**config.mk**
```make
export PLATFORM = sky130hd
export DESIGN_NAME = wide_add_seq
export DESIGN_NICKNAME = d
export VERILOG_FILES = /design/src/rtl/wide_add_pkg.sv /design/src/rtl/wide_add_seq_bit8_adder.sv /design/src/rtl/wide_add_seq.sv
export SDC_FILE = /design/constraint.sdc
export NUM_CORES = 1
export LEC_CHECK = 0
export BUFFER_PORTS_ARGS = -buffer_cell sky130_fd_sc_hd__clkbuf_2
export CAP_MARGIN = 20
export CORE_MARGIN = 2
export CORE_UTILIZATION = 55
export DETAILED_ROUTE_END_ITERATION = 8
export PLACE_DENSITY_LB_ADDON = 0.2
export SYNTH_ARGS = -nofsm -noshare
export SYNTH_HDL_FRONTEND = slang
export SYNTH_SLANG_ARGS = --single-unit
```
**constraint.sdc**
```tcl
create_clock -name clk -period 5.15 [get_ports clk]
set_input_delay 0.2575 -clock clk [delete_from_list [all_inputs] [get_ports clk]]
set_output_delay 0.2575 -clock clk [all_outputs]
set_load 0.05 [all_outputs]
```
**src/rtl/wide_add_pkg.sv**
```systemverilog
// Shared definitions for the byte-serial wide adder/subtractor.
//   DEF_WIDTH / DEF_WORDS : default slice width and slice count
//   ST_*                  : state encoding of the sequencing FSM
//   state_t               : enumerated state type built on that encoding
package wide_add_pkg;

    localparam int DEF_WIDTH = 8;
    localparam int DEF_WORDS = 4;

    localparam logic [1:0] ST_IDLE = 2'd0;
    localparam logic [1:0] ST_RUN  = 2'd1;
    localparam logic [1:0] ST_DONE = 2'd2;

    typedef enum logic [1:0] {
        S_IDLE = ST_IDLE,
        S_RUN  = ST_RUN,
        S_DONE = ST_DONE
    } state_t;

endpackage

```
**src/rtl/wide_add_seq_bit8_adder.sv**
```systemverilog
// Narrow combinational adder used once per slice by wide_add_seq.
//   a, b : WIDTH-bit slice operands
//   cin  : carry into the slice
//   sum  : WIDTH-bit slice sum
//   cout : carry out of the slice (the sum's bit WIDTH)
module bit8_adder
    import wide_add_pkg::*;
#(
    parameter int WIDTH = DEF_WIDTH
) (
    input  logic [WIDTH-1:0] a,
    input  logic [WIDTH-1:0] b,
    input  logic             cin,
    output logic [WIDTH-1:0] sum,
    output logic             cout
);

    always_comb begin
        {cout, sum} = {1'b0, a} + {1'b0, b} + {{WIDTH{1'b0}}, cin};
    end

endmodule

```
**src/rtl/wide_add_seq.sv**
```systemverilog
// Byte-serial multi-word adder/subtractor controller.
// Takes two WIDTH*WORDS-bit operands over a valid/ready handshake, pushes them
// LSB slice first through one shared bit8_adder while chaining the carry, and
// returns the wide result with carry and signed overflow over a second
// valid/ready handshake.
//   clk, rst             : clock, asynchronous active-high reset
//   in_valid/in_ready    : request handshake
//   op_a, op_b, cin, sub : operands, carry/borrow in, 0=add 1=subtract
//   out_valid/out_ready  : result handshake
//   result, cout         : wide sum/difference, final carry (borrow = ~cout)
//   overflow             : two's-complement overflow of the full-width op
//   busy                 : high while running or holding a result
//
// state | meaning
// IDLE  | waiting for a request, in_ready high
// RUN   | one slice per cycle through the adder, LSB first
// DONE  | result presented, held until out_ready
module wide_add_seq
    import wide_add_pkg::*;
#(
    parameter int WIDTH = DEF_WIDTH,
    parameter int WORDS = DEF_WORDS
) (
    input  logic                   clk,
    input  logic                   rst,
    input  logic                   in_valid,
    output logic                   in_ready,
    input  logic [WIDTH*WORDS-1:0] op_a,
    input  logic [WIDTH*WORDS-1:0] op_b,
    input  logic                   cin,
    input  logic                   sub,
    output logic                   out_valid,
    input  logic                   out_ready,
    output logic [WIDTH*WORDS-1:0] result,
    output logic                   cout,
    output logic                   overflow,
    output logic                   busy
);

    localparam int N     = WIDTH * WORDS;
    localparam int IDX_W = $clog2(WORDS);
    localparam logic [IDX_W-1:0] IDX_LAST = IDX_W'(WORDS - 1);

    state_t           state_q, state_d;
    logic [N-1:0]     a_q, a_d;
    logic [N-1:0]     b_q, b_d;
    logic             carry_q, carry_d;
    logic [IDX_W-1:0] idx_q, idx_d;
    logic [N-1:0]     result_q, result_d;
    logic             cout_q, cout_d;
    logic             ovf_q, ovf_d;
    logic             in_ready_q, in_ready_d;
    logic             out_valid_q, out_valid_d;
    logic             busy_q, busy_d;

    logic [WIDTH-1:0] slice_a;
    logic [WIDTH-1:0] slice_b;
    logic [WIDTH-1:0] add_sum;
    logic             add_cout;

    assign slice_a = a_q[idx_q*WIDTH +: WIDTH];
    assign slice_b = b_q[idx_q*WIDTH +: WIDTH];

    bit8_adder #(.WIDTH(WIDTH)) u_bit8_adder (
        .a    (slice_a),
        .b    (slice_b),
        .cin  (carry_q),
        .sum  (add_sum),
        .cout (add_cout)
    );

    always_comb begin
        state_d     = state_q;
        a_d         = a_q;
        b_d         = b_q;
        carry_d     = carry_q;
        idx_d       = idx_q;
        result_d    = result_q;
        cout_d      = cout_q;
        ovf_d       = ovf_q;
        in_ready_d  = in_ready_q;
        out_valid_d = out_valid_q;
        busy_d      = busy_q;

        case (state_q)
            S_IDLE: begin
                if (in_valid && in_ready_q) begin
                    // Subtraction is A + ~B + ~borrow_in, so B is inverted here
                    // and the carry seed becomes cin^sub.
                    a_d        = op_a;
                    b_d        = sub ? ~op_b : op_b;
                    carry_d    = cin ^ sub;
                    idx_d      = '0;
                    state_d    = S_RUN;
                    in_ready_d = 1'b0;
                    busy_d     = 1'b1;
                end
            end
            S_RUN: begin
                result_d[idx_q*WIDTH +: WIDTH] = add_sum;
                carry_d = add_cout;
                idx_d   = idx_q + IDX_W'(1);
                if (idx_q == IDX_LAST) begin
                    cout_d      = add_cout;
                    // b_q already carries the inversion for subtract, so the
                    // plain same-sign-in / different-sign-out rule applies.
                    ovf_d       = (a_q[N-1] == b_q[N-1]) && (add_sum[WIDTH-1] != a_q[N-1]);
                    state_d     = S_DONE;
                    out_valid_d = 1'b1;
                end
            end
            S_DONE: begin
                // A request arriving alongside out_ready is not taken here;
                // in_ready only rises once back in IDLE.
                if (out_ready) begin
                    state_d     = S_IDLE;
                    out_valid_d = 1'b0;
                    busy_d      = 1'b0;
                    in_ready_d  = 1'b1;
                end
            end
            default: begin
                state_d     = S_IDLE;
                in_ready_d  = 1'b1;
                out_valid_d = 1'b0;
                busy_d      = 1'b0;
            end
        endcase
    end

    always_ff @(posedge clk or posedge rst) begin
        if (rst) begin
            state_q     <= S_IDLE;
            a_q         <= '0;
            b_q         <= '0;
            carry_q     <= 1'b0;
            idx_q       <= '0;
            result_q    <= '0;
            cout_q      <= 1'b0;
            ovf_q       <= 1'b0;
            in_ready_q  <= 1'b1;
            out_valid_q <= 1'b0;
            busy_q      <= 1'b0;
        end else begin
            state_q     <= state_d;
            a_q         <= a_d;
            b_q         <= b_d;
            carry_q     <= carry_d;
            idx_q       <= idx_d;
            result_q    <= result_d;
            cout_q      <= cout_d;
            ovf_q       <= ovf_d;
            in_ready_q  <= in_ready_d;
            out_valid_q <= out_valid_d;
            busy_q      <= busy_d;
        end
    end

    assign in_ready  = in_ready_q;
    assign out_valid = out_valid_q;
    assign busy      = busy_q;
    assign result    = result_q;
    assign cout      = cout_q;
    assign overflow  = ovf_q;

endmodule

```
After elaboration in Yosys (flattened, before gate mapping):

Index checks and enable logic that the tools add are counted.

* flip-flop bits (word level): 106
* input port bits: 70

* mux-type cells: 18
* shift operators: 4
* equal/unequal tests: 8
* $add $sub $neg: 4
* bitwise logic cells: 4
* reductions and logical operators: 10

Operators with widths (count)
* 32-bit by 6-bit indexed part select with 8-bit output: 2
* 5-bit negation with 34-bit output: 1
* 8-bit by 34-bit variable shift with 32-bit output, first input constant: 1
* 8-bit by 34-bit indexed part select with 32-bit output: 1
* 32-bit bitwise mux: 1
* 32-bit two-way mux: 1
* 32-bit inverter: 1
* 8-bit by 8-bit adder with 9-bit output: 1
* 9-bit by 1-bit adder with 9-bit output: 1
* 1-bit one-hot mux with 3 select lines: 3
* 3-bit AND reduction: 3
* 2-bit two-way mux: 4
* 1-bit two-way mux: 6
* 2-bit != test, second input constant: 3
* 2-bit one-hot mux with 3 select lines: 1
* 2-bit AND reduction: 3
* 2-bit equality test, second input constant: 2
* 2-bit one-hot mux with 2 select lines: 1
* 2-bit by 1-bit adder with 2-bit output, second input constant: 1
* 2-bit by 1-bit equality test with 1-bit output, second input constant: 1
* 1-bit logical AND: 2
* 2-bit zero test: 1
* 1-bit inverter: 2
* 1-bit one-hot mux with 2 select lines: 1
* other kinds (4): 4

Longest topological paths before layout:

* word-level depth: 5
* depth in mapped cells: 10

By module:

A second synthesis with hierarchy kept.

* cell total of the unflattened synthesis: 467
* area, all modules: 5097.4 µm²

By module, submodules not included
* wide_add_seq: instances 1, sequential area each 2653.8 µm², area an instance 4765.8 µm², cells an instance 425
* bit8_adder: instances 1, sequential area each 0.0 µm², area an instance 331.6 µm², cells an instance 42

Worst setup path after synthesis:

OpenSTA, ideal clock, no wires.

* kind: register -> register
* start point: reg idx_q[0]
* end point: reg result_q[30], in the netlist result[30]
* data required time: 5.029 ns
* period minus slack after synthesis: 3.057 ns
* arrival time: 2.936 ns
* path slack: 2.093 ns
* path buffers: 1
* cell stages (with the launch flop): 10
* library setup time: 0.121 ns
* cell sequence: dfrtp_1 > buf_2 > mux4_2 > fa_1 > fa_1 > a21oi_1 > o211ai_1 > a21oi_1 > xnor2_1 > a22o_2

* cells in the longest elaborated chain, start to end: 5

Ends and longest elaborated chain
* start, declared: line wide_add_seq.sv:48 `logic [IDX_W-1:0] idx_q, idx_d;`
* start signal, assigned: line wide_add_seq.sv:149 `idx_q <= idx_d;`
* 32-bit by 6-bit indexed part select with 8-bit output, on equally long branches: line wide_add_seq.sv:61, wide_add_seq.sv:62
* 8-bit by 8-bit adder with 9-bit output: line wide_add_seq_bit8_adder.sv:19 `{cout, sum} = {1'b0, a} + {1'b0, b} + {{WIDTH{1'b0}}, cin};`
* 9-bit by 1-bit adder with 9-bit output: line wide_add_seq_bit8_adder.sv:19
* 8-bit by 34-bit indexed part select with 32-bit output: line wide_add_seq.sv:100 `result_d[idx_q*WIDTH +: WIDTH] = add_sum;`
* 32-bit bitwise mux (*): line wide_add_seq.sv:100
* end signal, assigned: line wide_add_seq.sv:150 `result_q <= result_d;`
* end, declared: line wide_add_seq.sv:49 `logic [N-1:0] result_q, result_d;`

Every way passes the cells marked *; elsewhere a longest branch is shown, timed or not.
A chain may end at the register's enable or synchronous reset.

Final worst setup path:

* start point: reg idx_q[1]
* end point: reg result_q[30], in the netlist result[30]

Same word-level chain as after synthesis.

==> results.toml <==
[timing]
setup_ws_ps = 1860
finalSetupViolations = 0
fmax_mhz = 304
hold_viol = 0
skew_ps = 10.4
fin_crit_sh = 0.638
relSlewSlack = 0.330
finalMaxSlewViolations = 0
hold_ws_ps = 82.4
tns_ps = 0
rsz0062_at_grt = "no"
min_period_ps = 3290
worstMarginPinSlew_ps = 1010

[cells_and_area]
drive_above_1_share = 0.287
fin_area_um2 = 5910
fillers = 725
n_antenna_cell = 0
syn2layout_area_growth_pct = 15.3
layout.cells.non_filler = 690
final_util = 0.645
finalNetCount = 659

[synth]
synth_cells = 476
synth_edf_count = 0
synth-main-ff-cell = "dfrtp_1"
synth_top_area_cell = "dfrtp_1"
syn_nets = 561
ys_seq_area_frac = 0.518
avgSynthCellArea_um2 = 10.8
yosys.area.top_type_share = 0.513
ys_warn_count = 0
postSynth.asyncResetShare = 1.00
synth_area_leaders = "dfrtp_1 51%, nand2_1 11%, mux4_2 7.0%, xnor2_1 6.3%, o21ai_0 4.2%"
synth.distinct_cells = 50
syn_area_um2 = 5120
ys_ff_latch = 106

[clock_network]
cts_max_path_buffers = 2
clk_pin_slew_ps = 100
htree_levels = 3
clk_latency_ps = 360
clockRootBuffer = "clkbuf_8"
ctsHoldBuffers = 1
cts_resized = 0
clock_sinks = 106
cts_tree = "done"
post_cts_buffers = 0
cts_buffers = 9

[critical_path]
critical_path_required_ps = 5400
worstSetupPathType = "reg -> reg"
slowest_stage = "dfrtp_1"
worstPathArrival_ps = 3540
cpPeakStageDelay_ps = 910
start_kind = "flop"
cp_max_fo = 20
path_cells = "mux4_2, fa_1, fa_1, a21oi_1, o211ai_1, a21oi_1, xnor2_1, a22o_2"
worst_setup_path_end_kind = "flop"

[route]
drc = 0
wl_um = 10800
wire_per_inst_um = 15.7
vias = 3768
viasPerCell = 5.46
first_iter_violations = 174
drt_pass1_iterations = 5
antenna_left = 0

[outcome]
status = "finished clean"

[die]
rows = 35
core-area_um2 = 9150
fp.dieH_um = 101
die_w_um = 101
io_pins = 107
start_util = 0.560
die_area_um2 = 10100

[pwr]
p_leak_nw = 2.96
vdd_drop_max_mv = 0.277
powerDensity_nw_per_um2 = 661
fin_total_pwr_mw = 3.91

[place]
dp_hpwl_um = 8080
io_buffers = 106
finalWeightedCongestion = 0.866
place_inst = 672
pre_cts_ws_ps = 1850
placed_area_um2 = 5680

[global_routing]
grt_max_degree = 101
grt_pass1_wl_um = 18600
antenna_found_initial = 0
grt_pass1_vias = 3920
overflow = 0
track_usage = 0.236

[job]
max_cap_violations = 0

[hold_path]
hold_class = "in -> reg"
## placed cells by master (no fill, tap or decap), types with 3 or more instances in the layout
| cell type | instances |
|---|---|
| nand2_1 | 147 |
| clkbuf_2 | 106 |
| dfrtp_1 | 105 |
| o21ai_0 | 43 |
| xnor2_1 | 37 |
| a22o_1 | 18 |
| mux4_2 | 16 |
| ha_1 | 13 |
| clkbuf_8 | 11 |
| a21oi_1 | 6 |
| a22o_2 | 6 |
| nor2_1 | 5 |
| inv_1 | 5 |
| o211ai_1 | 4 |
| nand3_1 | 4 |
| nand4_1 | 3 |
| nand2b_1 | 3 |
| buf_4 | 3 |
## synthesized netlist by cell type, types with 2 or more instances
cell / number
o21ai_2: 2
clkbuf_2: 2
xnor2_1: 37
a21oi_1: 6
nor3_1: 2
nand2b_1: 3
a22o_1: 18
nor2_1: 6
buf_2: 19
nand2_1: 147
ha_1: 13
a22o_2: 6
inv_1: 6
o21a_1: 2
dfrtp_1: 105
nand4_1: 3
mux4_2: 16
o211ai_1: 4
nand3_1: 4
fa_1: 2
nand2_4: 2
o21ai_0: 43
## cell type report
class	count	area [um2]	area share
clock buffer	12	155	0.0263
clock inverter	4	33.8	0.00572
inverter	7	28.8	0.00487
multi-input combinational	339	2300	0.390
sequential	106	2650	0.449
tap	111	139	0.0235
timing repair buffer	111	591	0.100
## critical path: cells and delay by family (launching register included)
family	cells	cell delay, ps
multiplexers	1	430
XOR/XNOR	1	130
adder cells (fa/ha/maj)	2	900
AO/OA/AOI/OAI	4	810
flip-flops	1	910
## cells by family after synthesis
logic type,share of synthesized area
AO/OA/AOI/OAI,0.118
multiplexers,0.0725
flip-flops,0.518
buffers and inverters,0.0325
XOR/XNOR,0.0650
adder cells (fa/ha/maj),0.0396
AND/OR/NAND/NOR,0.155
## sequential cells by signal, summed over array words and instances, names as in the netlist
| register | count |
|---|---|
| overflow | 1 |
| in_ready | 1 |
| out_valid | 1 |
| result | 32 |
| cout | 1 |
| busy | 1 |
| state_q | 2 |
| a_q | 32 |
| carry_q | 1 |
| b_q | 32 |
| idx_q | 2 |
## where the power goes
group          internal, mW  total (mW)  leakage [nW]  switching (mW)
logic                 0.743        2.00          1.49            1.26
clock network         0.207       0.488        0.0936           0.281
registers              1.16        1.42          1.37           0.255
## path summary, 6_finish.rpt
check	from	end	slack, ps	cells after the start
setup / recovery	idx_q[1]	result[30]	1860	8
hold / removal	op_a[20]	a_q[20]	80	3
setup reg to reg	idx_q[1]	result[30]	1860	8
hold reg to reg	a_q[14]	a_q[14]	480	2
max in group asynchronous	rst	b_q[31]	3480	4
min in group asynchronous	rst	busy	490	3
## per-layer routing
| layer | global-route usage | share of wire | routed length (um) | vias up |
|---|---|---|---|---|
| li1 | - | - | - | 1817 |
| met1 | 0.312 | 0.44 | 4750 | 1822 |
| met2 | 0.389 | 0.49 | 5330 | 103 |
| met3 | 0.0374 | 0.036 | 389 | 26 |
| met4 | 0.102 | 0.031 | 333 | 0 |
| met5 | 0 | 0 | 0 | - |
(Power assumes the default switching activity.)
